===== src/rtl/snake_pkg.sv =====
// Shared constants, decoder state and key-map helpers for the snake keyboard input path.
package snake_pkg;

  localparam logic [2:0] DIR_NONE  = 3'd0;
  localparam logic [2:0] DIR_UP    = 3'd1;
  localparam logic [2:0] DIR_RIGHT = 3'd2;
  localparam logic [2:0] DIR_DOWN  = 3'd3;
  localparam logic [2:0] DIR_LEFT  = 3'd4;

  localparam logic [7:0] SC_EXT   = 8'hE0;
  localparam logic [7:0] SC_BRK   = 8'hF0;
  localparam logic [7:0] SC_W     = 8'h1D;
  localparam logic [7:0] SC_D     = 8'h23;
  localparam logic [7:0] SC_S     = 8'h1B;
  localparam logic [7:0] SC_A     = 8'h1C;
  localparam logic [7:0] SC_UP    = 8'h75;
  localparam logic [7:0] SC_RIGHT = 8'h74;
  localparam logic [7:0] SC_DOWN  = 8'h72;
  localparam logic [7:0] SC_LEFT  = 8'h6B;

  typedef enum logic [1:0] {ST_IDLE, ST_EXT, ST_BRK, ST_EXT_BRK} dec_state_e;

  function automatic logic [2:0] opposite_dir(input logic [2:0] d);
    case (d)
      DIR_UP:    opposite_dir = DIR_DOWN;
      DIR_RIGHT: opposite_dir = DIR_LEFT;
      DIR_DOWN:  opposite_dir = DIR_UP;
      DIR_LEFT:  opposite_dir = DIR_RIGHT;
      default:   opposite_dir = DIR_NONE;
    endcase
  endfunction

  // DIR_NONE means the code is not a movement key for that player.
  function automatic logic [2:0] p1_key_dir(input logic [7:0] code);
    case (code)
      SC_W:    p1_key_dir = DIR_UP;
      SC_D:    p1_key_dir = DIR_RIGHT;
      SC_S:    p1_key_dir = DIR_DOWN;
      SC_A:    p1_key_dir = DIR_LEFT;
      default: p1_key_dir = DIR_NONE;
    endcase
  endfunction

  function automatic logic [2:0] p2_key_dir(input logic [7:0] code);
    case (code)
      SC_UP:    p2_key_dir = DIR_UP;
      SC_RIGHT: p2_key_dir = DIR_RIGHT;
      SC_DOWN:  p2_key_dir = DIR_DOWN;
      SC_LEFT:  p2_key_dir = DIR_LEFT;
      default:  p2_key_dir = DIR_NONE;
    endcase
  endfunction

endpackage


===== src/rtl/ps2_rx.sv =====
// PS/2 device-to-host receiver: synchronisers, falling-edge sampling, 11-bit frame
// check and an idle timeout that abandons partial frames.
module ps2_rx #(
  parameter int TIMEOUT_CYCLES = 50000
) (
  input  logic       clk_i,
  input  logic       rst_i,
  input  logic       ps2_clk_i,
  input  logic       ps2_data_i,
  output logic       byte_valid_o,
  output logic [7:0] byte_o,
  output logic       frame_err_o
);

  localparam int IW = $clog2(TIMEOUT_CYCLES + 1);

  logic [1:0]    clk_sync_q, dat_sync_q;
  logic          clk_prev_q;
  logic [3:0]    bit_cnt_q, bit_cnt_d;
  logic [9:0]    shift_q, shift_d;
  logic [IW-1:0] idle_q, idle_d;
  logic          byte_valid_q, frame_err_q;
  logic [7:0]    byte_q, byte_d;

  logic        fall, done, ok, timeout;
  logic [10:0] frame;

  assign fall    = clk_prev_q & ~clk_sync_q[1];
  // frame[0] start, [8:1] data LSB first, [9] parity, [10] stop
  assign frame   = {dat_sync_q[1], shift_q};
  assign done    = fall && (bit_cnt_q == 4'd10);
  assign ok      = ~frame[0] & frame[10] & (^frame[9:1]);
  assign timeout = !fall && (idle_q == IW'(TIMEOUT_CYCLES)) && (bit_cnt_q != 4'd0);

  always_comb begin
    bit_cnt_d = bit_cnt_q;
    shift_d   = shift_q;
    byte_d    = byte_q;
    idle_d    = (idle_q == IW'(TIMEOUT_CYCLES)) ? idle_q : idle_q + IW'(1);
    if (fall) begin
      idle_d = '0;
      if (done) begin
        bit_cnt_d = 4'd0;
        if (ok) byte_d = frame[8:1];
      end else begin
        bit_cnt_d = bit_cnt_q + 4'd1;
        shift_d   = {dat_sync_q[1], shift_q[9:1]};
      end
    end else if (timeout) begin
      bit_cnt_d = 4'd0;
    end
  end

  always_ff @(posedge clk_i or posedge rst_i) begin
    if (rst_i) begin
      clk_sync_q   <= '0;
      dat_sync_q   <= '0;
      clk_prev_q   <= 1'b0;
      bit_cnt_q    <= '0;
      shift_q      <= '0;
      idle_q       <= '0;
      byte_valid_q <= 1'b0;
      frame_err_q  <= 1'b0;
      byte_q       <= '0;
    end else begin
      clk_sync_q   <= {clk_sync_q[0], ps2_clk_i};
      dat_sync_q   <= {dat_sync_q[0], ps2_data_i};
      clk_prev_q   <= clk_sync_q[1];
      bit_cnt_q    <= bit_cnt_d;
      shift_q      <= shift_d;
      idle_q       <= idle_d;
      byte_valid_q <= done & ok;
      frame_err_q  <= (done & ~ok) | timeout;
      byte_q       <= byte_d;
    end
  end

  assign byte_valid_o = byte_valid_q;
  assign byte_o       = byte_q;
  assign frame_err_o  = frame_err_q;

endmodule


===== src/rtl/snake_move_input.sv =====
// Scan-code decoder and per-frame direction commit for two snake players.
// Optional REVERSE_GUARD_EN rejects presses opposite to the committed direction.
module snake_move_input
  import snake_pkg::*;
#(
  parameter int TIMEOUT_CYCLES = 50000,
  parameter int P1_RESET_DIR   = 2,
  parameter int P2_RESET_DIR   = 4
) (
  input  logic        clock,
  input  logic        reset,
  input  logic        ps2_clk,
  input  logic        ps2_data,
  input  logic        isDrawing,
  output logic [31:0] move1,
  output logic [31:0] move2,
  output logic [7:0]  lastCode,
  output logic        frameError
);

  logic       byte_valid;
  logic [7:0] rx_byte;

  ps2_rx #(.TIMEOUT_CYCLES(TIMEOUT_CYCLES)) u_rx (
    .clk_i        (clock),
    .rst_i        (reset),
    .ps2_clk_i    (ps2_clk),
    .ps2_data_i   (ps2_data),
    .byte_valid_o (byte_valid),
    .byte_o       (rx_byte),
    .frame_err_o  (frameError)
  );

  dec_state_e state_q, state_d;
  logic [2:0] pend1_q, pend1_d, pend2_q, pend2_d;
  logic [2:0] move1_q, move1_d, move2_q, move2_d;
  logic [2:0] key1, key2;
  logic       draw_q, commit;

  assign commit = draw_q & ~isDrawing;

  always_comb begin
    state_d = state_q;
    key1    = DIR_NONE;
    key2    = DIR_NONE;
    if (byte_valid) begin
      case (state_q)
        ST_IDLE: begin
          if (rx_byte == SC_EXT)      state_d = ST_EXT;
          else if (rx_byte == SC_BRK) state_d = ST_BRK;
          else                        key1 = p1_key_dir(rx_byte);
        end
        ST_EXT: begin
          if (rx_byte == SC_BRK) begin
            state_d = ST_EXT_BRK;
          end else begin
            key2    = p2_key_dir(rx_byte);
            state_d = ST_IDLE;
          end
        end
        default: state_d = ST_IDLE;  // releases are swallowed
      endcase
    end
  end

  always_comb begin
    pend1_d = pend1_q;
    pend2_d = pend2_q;
`ifdef REVERSE_GUARD_EN
    // Guard against the committed move so two presses in one frame cannot reverse.
    if (key1 != DIR_NONE && key1 != opposite_dir(move1_q)) pend1_d = key1;
    if (key2 != DIR_NONE && key2 != opposite_dir(move2_q)) pend2_d = key2;
`else
    if (key1 != DIR_NONE) pend1_d = key1;
    if (key2 != DIR_NONE) pend2_d = key2;
`endif
    move1_d = commit ? pend1_q : move1_q;
    move2_d = commit ? pend2_q : move2_q;
  end

  always_ff @(posedge clock or posedge reset) begin
    if (reset) begin
      state_q <= ST_IDLE;
      pend1_q <= 3'(P1_RESET_DIR);
      pend2_q <= 3'(P2_RESET_DIR);
      move1_q <= 3'(P1_RESET_DIR);
      move2_q <= 3'(P2_RESET_DIR);
      draw_q  <= 1'b0;
    end else begin
      state_q <= state_d;
      pend1_q <= pend1_d;
      pend2_q <= pend2_d;
      move1_q <= move1_d;
      move2_q <= move2_d;
      draw_q  <= isDrawing;
    end
  end

  assign move1    = {29'd0, move1_q};
  assign move2    = {29'd0, move2_q};
  assign lastCode = rx_byte;

endmodule


===== config.mk =====
export PLATFORM = sky130hd
export DESIGN_NAME = snake_move_input
export DESIGN_NICKNAME = d
export VERILOG_FILES = /design/src/rtl/snake_pkg.sv /design/src/rtl/ps2_rx.sv /design/src/rtl/snake_move_input.sv
export SDC_FILE = /design/constraint.sdc
export NUM_CORES = 1
export LEC_CHECK = 0
export CAP_MARGIN = 20
export CORE_UTILIZATION = 40
export DETAILED_ROUTE_END_ITERATION = 10
export HOLD_SLACK_MARGIN = 0.12
export PLACE_DENSITY = 0.66
export RECOVER_POWER = 25
export SKIP_LAST_GASP = 1
export SYNTH_ARGS = -nofsm -noshare
export SYNTH_HDL_FRONTEND = slang
export SYNTH_SLANG_ARGS = --single-unit

===== constraint.sdc =====
create_clock -name clock -period 3.37 [get_ports clock]
set_input_delay 1.011 -clock clock [delete_from_list [all_inputs] [get_ports clock]]
set_output_delay 1.011 -clock clock [all_outputs]
set_load 0.02 [all_outputs]

Word level (Yosys, flattened, before mapping) --
Index checks and enable logic that the tools add are counted.
Cells by class: reductions and logical operators 13, add/subtract/negate cells 2, bitwise gates (word level) 12, muxes and demuxes 18, equality and inequality tests 15
Operators by type and width (count):
- $eq 8x7->1 const B | 4
- $mux 16 | 2
- $eq 8x5->1 const B | 3
- $pmux 3 s4 | 2
- $mux 3 | 7
- $add 16x1->16 const B | 1
- $eq 16x16->1 const B | 1
- $eq 8x8->1 const B | 2
- $mux 4 | 3
- $reduce_xor 9->1 | 1
- $eq 8x6->1 const B | 1
- $and 1x1->1 | 6
- $mux 2 | 3
- $reduce_bool 3->1 | 2
- $not 1->1 | 5
- $add 4x1->4 const B | 1
- $eq 4x4->1 const B | 1
- $pmux 2 s2 | 1
- $reduce_and 2->1 | 2
- $reduce_bool 4->1 | 1
- $logic_and 1x1->1 | 3
- $ne 3x3->1 const B | 1
- $reduce_and 3->1 | 1
- $eq 2x1->1 const B | 1
- other kinds (5) | 5
Storage, ports and cells: output and inout port bits 73, logic and storage cells 75, bits in registers 60

Longest topological paths before layout --
Gate-level depths: netlist of the first run.
depth after elaboration 7, mapped depth 7, mapped depth without buffers 6

Cells and area by module --
A second synthesis of the first run with hierarchy kept.
Second synthesis, totals: cells, all modules 331, area total of the unflattened synthesis 3385.7 um2
By module, submodules not included:
- ps2_rx | area an instance 2088.3 um2, cells an instance 192, times used 1, seq. area each 1126.1 um2
- snake_move_input | area an instance 1297.5 um2, cells an instance 139, times used 1, seq. area each 380.4 um2

Worst setup path after synthesis of the first run --
No wires, ideal clock.
path kind register to register, start register u_rx.byte_q[3], in the netlist u_rx.byte_o[3], end register state_q[0], arrival 1.726 ns, required time 3.287 ns, path slack 1.561 ns, stages on the path, launching flop included 5, period minus slack after synthesis 1.809 ns, cell sequence dfrtp_1 nand2b_1 or4b_1 or4_1 o21ai_0
On the way: word-level cells in the longest chain between the ends 3, elaborated cells between the ends (all ways) 7, classes of those cells eq/ne (3); mux (3); reduce/logical (1)
Ends and longest elaborated chain:
- from (decl) | line ps2_rx.sv:23 | logic [7:0] byte_q, byte_d;
- from (signal assigned) | line ps2_rx.sv:74 | byte_q <= byte_d;
- $eq 8x8->1 (on tied branches) | line snake_move_input.sv:50, snake_move_input.sv:54, snake_move_input.sv:49
- $mux 2, or another cell as far along | line snake_move_input.sv:54 | if (rx_byte == SC_BRK) begin
- $pmux 2 s2 / $reduce_and 2->1 (equally long branches)
- to (signal assigned) | line snake_move_input.sv:90 | state_q <= state_d;
- to (decl) | line snake_move_input.sv:34 | dec_state_e state_q, state_d;
Parallel ways exist; a longest one is shown, timed or not. A chain may end at the register's enable or synchronous reset.

Final worst setup path of the first run --
start register u_rx.byte_q[2], in the netlist u_rx.byte_o[2], end output port lastCode[2]
RTL lines:
- to (decl) | line snake_move_input.sv:17 | output logic [7:0] lastCode,
No word-level cell between the ends.

==> run summary, run 1 <==
Synth warn - 0
Initial antenna violation count - 0
Final net count - 340
GPL Wtd Cong - 0.842
Hold path startpoint - u_rx.dat_sync_q[0]
First drt pass iteration count - 4
Final setup vio count - 0
Kind of critical path - reg2out
Status - completed
CTS tree - built
Hold depth - 0
Total congestion overflow - 0
Drt total wl - 5270 microns
CP endpoint kind - primary output
Yosys reg bits - 60
Layout area overhead - 9.42%
Final Hold Viols - 0
Clk sink count - 60
Antenna Cells - 0
Family with the most delay on the worst path - buffers and inverters
Worst Path Max Fanout - 11
Cell variety after synth - 50
Largest net degree at the start of global routing - 61
Clock Tree Root - clkbuf_8
Iter 0 DRT Violations - 113
First-pass GRT wire length - 9050 microns
Post-route minimum period - 2540 ps
Cts repair resizes - 0
Post-synth EDFFs - 0
Number of CTS-inserted buffers - 9
Post-Syn Instances - 306
Critical path buffer and inverter count - 1
Final ANT Viol Nets - 0
Syn Area/Cell - 10.8 sq um
Crit-path max cell delay - 670 ps
Bufs on Longest Clock Path - 2
Vias - 2,065
Most frequent cells in the layout - conb_1 (58), dfrtp_1 (56), mux2_2 (25)
Max-Cap Viols - 0
Worst min-delay path category - reg2reg
Die Wd - 92.8 microns
Cts hold-fix bufs - 0
CP arrival - 1530 ps
Worst relative slew slack - 0.0437
Clock slew at reported path FFs - 70 ps
Commonest non-fill, non-tap cell in the layout - conb_1
Crit start category - flip-flop
Row count - 32
WL/cell - 12.1 microns
Worst skew pair latency - 330 ps
Maximum VDD drop - 0.357 mV
Req. time, crit path - 2360 ps
Via density - 4.73
Ports - 78
Worst Tran Pin Value - 1430 ps
Path length in cells of the critical path - 1
Ys async rst share - 1.00
Max Clk Rate - 0.394 GHz
Detailed Place HPWL - 3800 microns
Share of cells above drive strength 1 - 0.152
Static leakage - 1.66 nW
Final Cycle Share - 0.753
Htree depth - 3
Reg-to-Reg Start - u_rx.bit_cnt_q[0]
Max Slew Vio Count - 0
Fin util - 0.459
CP cell instances - clkdlybuf4s50_1
Core Footprint - 0.00785 sq mm
R2R depth - 6
PwrDens - 589 mW/mm^2
Total GRT Usage - 0.134
Vias in the first global route - 1,997
Top FF cell, synth - dfrtp_1
Crit path from - u_rx.byte_o[2]
Starting Density - 0.420
Clock skew - 6.60 ps
Post-CTS Setup Bufs - 0
Sequential element share of the synthesized area - 0.457
DIE AREA - 0.00860 sq mm
RSZ-0062 raised after global routing - no
Area of the mapped netlist - 0.00329 sq mm
Port Buffer Count - 19
Number of remaining DRC errors - 0
Setup_tns - 0 ps
Die Height - 92.8 microns
Slowest CP cell - clkdlybuf4s50_1
## per-layer routing
layer | wire length, microns | track usage | part of all wire
met5 | 0 | 0 | 0
met4 | 24 | 0.0269 | 0.0046
met3 | 247 | 0.0476 | 0.047
met2 | 2690 | 0.234 | 0.51
met1 | 2310 | 0.159 | 0.44
## final cells by class
cell class,count,area [sq um]
clock inverters,3,67.6
fillers,756,4240
flip-flops and latches,60,1510
multi-input cells,224,1480
inverters,13,48.8
repair buffers,22,206
clock buffers,13,169
well taps,102,128
## worst reg2reg max path, cell delays in order, from the launching register on
cell	delay (ps)
dfrtp_1	390
inv_1	80
ha_1	190
and3b_1	180
nor2_1	400
buf_4	270
mux2_2	340
## flip-flops by register name, summed over array words and instances, names as in the netlist
signal,flops
u_rx.byte_valid_o,1
state_q,2
move1_q,3
u_rx.idle_q,16
u_rx.frame_err_o,1
move2_q,3
u_rx.clk_prev_q,1
draw_q,1
u_rx.clk_sync_q,2
pend1_q,3
u_rx.byte_o,8
pend2_q,3
u_rx.bit_cnt_q,4
u_rx.dat_sync_q,2
u_rx.shift_q,10
## cell usage after synthesis (all sizes together) (3+ instances only)
cell | n | area, sq um
and4 | 4 | 35.0
and3 | 3 | 18.8
nand2b | 6 | 37.5
nand3 | 7 | 35.0
nor2 | 17 | 63.8
buf | 61 | 455
xnor2 | 3 | 26.3
inv | 13 | 48.8
and3b | 3 | 26.3
nor4bb | 4 | 40.0
dfrtp | 56 | 1400
nand4 | 7 | 43.8
dfstp | 4 | 105
or3 | 3 | 18.8
ha | 5 | 62.6
clkbuf | 5 | 18.8
o21ai | 9 | 45.0
a21oi | 8 | 40.0
nand2 | 14 | 52.6
nor2b | 4 | 25.0
xor2 | 12 | 105
mux2 | 25 | 282
nand3b | 3 | 22.5
## metrics by stage
step | worst slack [ps] | instances | hold slack (ps) | cell area (sq um) | total power, mW
6_report | 834 | 437 | 346 | 3600 | 2.12
4_1_cts | 809 | 437 | 344 | 3620 | 2.16
2_1_floorplan | 881 | 363 | 331 | 3510 | 1.36
3_5_place_dp | 1020 | 421 | 337 | 3390 | 1.40
5_1_grt | 567 | 437 | 352 | 3600 | 2.25
3_3_place_gp | 1030 | 421 | 333 | 3390 | 1.38
## path summary, 6_finish.rpt
kind	endpoint	slack [ps]
min in group asynchronous	pend2_q[1]	1600
worst min-delay path	u_rx.dat_sync_q[1]	350
max in group asynchronous	u_rx.idle_q[5]	890
worst max register to register	u_rx.shift_q[8]	1390
worst max-delay path	lastCode[2]	830
worst min register to register	u_rx.dat_sync_q[1]	350
## cells by family (layout without fill, tap and decap cells)
logic type / Yosys count / after routing / synth area share
compound gates: 32 / 32 / 0.0634
flops: 60 / 60 / 0.457
other cells: 1 / 58 / 0.00114
buf+inv: 79 / 51 / 0.159
mux: 27 / 27 / 0.0953
fa+ha+maj: 5 / 5 / 0.0190
xor+xnor: 17 / 17 / 0.0543
simple gates: 85 / 85 / 0.151
## where the power goes
part | switching [mW] | internal (mW)
clock | 0.266 | 0.477
combinational | 0.224 | 0.242
sequential | 0.102 | 0.812
total | 0.593 | 1.53
Note: power is estimated with default switching activity, not from simulation.
==> run 2: changes to the inputs <==
==> constraint.sdc (replaced) <==
create_clock -name clock -period 2.4 [get_ports clock]
set_input_delay 0.72 -clock clock [delete_from_list [all_inputs] [get_ports clock]]
set_output_delay 0.72 -clock clock [all_outputs]
set_load 0.02 [all_outputs]
==> run 2 against run 1 <==
Power increased by 42%. First-iteration DRC count decreased by 37%. Sequential cell count unchanged. Utilization increased by 0.13 points. Clock skew decreased by 1.9 ps. Final area increased by 0.28%. Cell count increased by 0.23%. Critical path type unchanged. Clock-buffer cell count unchanged. Die area unchanged.
==> run summary, run 2 (synthesis results as in run 1) <==
Crit start category - flip-flop
Final net count - 341 (+0.29%)
Req. time, crit path - 1680 ps (-680 ps)
Worst skew pair latency - 330 ps (about the same)
Critical path buffer and inverter count - 1 (unchanged)
Total congestion overflow - 0 (unchanged)
Sequential share of power - 0.427 (-0.003)
Port Buffer Count - 19 (unchanged)
Combinational share of power - 0.219 (about the same)
RSZ-0062 raised after global routing - no
Max Clk Rate - 0.447 GHz
First drt pass iteration count - 4 (unchanged)
Cts repair resizes - 0 (unchanged)
Worst Tran Pin Value - 797 ps (-638 ps)
FF-to-FF setup slack - 460 ps (-930 ps)
Number of CTS-inserted buffers - 9 (unchanged)
Vias in the first global route - 1,944 (-2.7%)
Most frequent cells in the layout - conb_1 (58), dfrtp_1 (56), mux2_2 (25)
Die Wd - 92.8 microns (unchanged)
Sw frac - 0.285 (+0.00580)
Maximum VDD drop - 0.583 mV (+63%)
CP arrival - 1520 ps (about the same)
Clock Tree Root - clkbuf_8
CP endpoint kind - primary output
Row count - 32 (unchanged)
Post-CTS Setup Bufs - 0 (unchanged)
Commonest non-fill, non-tap cell in the layout - conb_1
Multi-input gate area - 0.00148 sq mm (unchanged)
Vias - 2,064 (-0.048%)
Largest register by flop count - u_rx.idle_q
First-pass GRT wire length - 9270 microns (+2.4%)
Number of remaining DRC errors - 0 (unchanged)
Final Instance Area - 0.00361 sq mm (+0.28%)
Kind of critical path - reg2out
Htree depth - 3 (unchanged)
Initial antenna violation count - 0 (unchanged)
Worst min-delay path category - reg2reg
Cts hold-fix bufs - 0 (unchanged)
Detailed Place HPWL - 3800 microns (about the same)
Static leakage - 1.67 nW (+0.58%)
Bufs on Longest Clock Path - 2 (unchanged)
Hold path startpoint - u_rx.dat_sync_q[0]
Layout area overhead - 9.72%
Area of placed instances - 0.00339 sq mm (+0.22%)
Ports - 78 (unchanged)
Family with the most delay on the worst path - buffers and inverters
Clock slew at reported path FFs - 70 ps (about the same)
GPL Wtd Cong - 0.807 (-4.1%)
Worst relative slew slack - 0.469 (+0.425)
Slowest CP cell - clkdlybuf4s50_1
Fin util - 0.461 (+0.00128)
CP cell instances - clkdlybuf4s50_1
CTS tree - built
Crit-path max cell delay - 670 ps (about the same)
Final Hold Viols - 0 (unchanged)
Status - completed
Clock share of power - 0.354 (+0.004)
Clk sink count - 60 (unchanged)
WL/cell - 12.4 microns (+2.5%)
Total GRT Usage - 0.139 (+0.00511)
Max Slew Vio Count - 0 (unchanged)
Endpoint, Worst Hold - u_rx.dat_sync_q[1]
Final setup vio count - 0 (unchanged)
PwrDens - 832 mW/mm^2 (+41%)
Non-filler cells, final - 438 (+0.23%)
DIE AREA - 0.00860 sq mm (unchanged)
Fill count - 756 (unchanged)
Max reg flops - 16 (unchanged)
Reg-to-Reg Start - u_rx.shift_q[4]
Core Footprint - 0.00785 sq mm (unchanged)
Post-route minimum period - 2240 ps
Starting Density - 0.420 (unchanged)
Final ANT Viol Nets - 0 (unchanged)
Die Height - 92.8 microns (unchanged)
Hold depth - 0 (unchanged)
Setup_tns - 0 ps (unchanged)
Max-Cap Viols - 0 (unchanged)
Iter 0 DRT Violations - 71 (-37%)
Antenna Cells - 0 (unchanged)
Seq. cell area - 0.00151 sq mm (unchanged)
Clock skew - 4.74 ps (-1.85 ps)
Final Cycle Share - 0.932
FF-to-FF End - u_rx.byte_o[2]
Via density - 4.71 (-0.28%)
R2R depth - 4 (-2)
Worst Path Max Fanout - 10 (-1)
Dpl cells - 422 (+0.24%)
Drt total wl - 5420 microns (+2.8%)
Internal power consumption - 2.15 mW (+40%)
Largest net degree at the start of global routing - 48 (-21%)
Share of cells above drive strength 1 - 0.155 (+0.00252)
Switching pwr - 857 uW (+45%)
## run 2: per-layer routing
layer / up-vias / part of all wire / GRT usage
met5: - / 0 / 0
met4: 0 / 0.0050 / 0.0385
met3: 4 / 0.057 / 0.0542
met2: 64 / 0.49 / 0.222
met1: 1005 / 0.45 / 0.176
li1: 991 / - / -
## run 2: final cells by class
| type | count | share of cell area |
|---|---|---|
| Sequential cell | 60 | 0.417 |
| Multi-Input combinational cell | 224 | 0.409 |
| Timing Repair Buffer | 23 | 0.0599 |
| Clock buffer | 13 | 0.0467 |
| Tap cell | 102 | 0.0353 |
| Clock inverter | 3 | 0.0187 |
| Inverter | 13 | 0.0135 |
## run 2: worst max-delay path by stage
stage | cells after the start | startpoint | slack (ps) | end
finish | 1 | u_rx.byte_o[4] | 160 | lastCode[4]
global route | 1 | u_rx.byte_o[4] | 90 | lastCode[4]
CTS | 1 | u_rx.byte_o[4] | 140 | lastCode[4]
detailed placement | 3 | isDrawing | 350 | move2_q[1]
global placement | 3 | isDrawing | 360 | move1_q[2]
floorplan | 1 | reset | 200 | draw_q
## run 2: power groups by stage
stage               registers, mW  logic, mW  clock network, mW
global route                 1.31      0.722               1.14
CTS                          1.28      0.672               1.10
finish                       1.28      0.660               1.06
global placement             1.29      0.649                  0
floorplan                    1.27      0.633                  0
detailed placement           1.30      0.664                  0
## run 2: per-stage QoR
stage | power [mW] | hold WS [ps] | setup WS (ps)
floorplan | 1.90 | 331 | 202
finish | 3.01 | 349 | 163
CTS | 3.06 | 351 | 142
detailed placement | 1.96 | 335 | 354
global route | 3.18 | 364 | 92.2
global placement | 1.94 | 334 | 357
==> run 3: changes to the inputs <==
--- a/config.mk
+++ b/config.mk
@@ -12,6 +12,7 @@
 export PLACE_DENSITY = 0.66
 export RECOVER_POWER = 25
 export SKIP_LAST_GASP = 1
+export SLEW_MARGIN = 15
 export SYNTH_ARGS = -nofsm -noshare
 export SYNTH_HDL_FRONTEND = slang
 export SYNTH_SLANG_ARGS = --single-unit
==> results of run 3 <==
Final layout, timing and power as in run 2 (identical DEF).
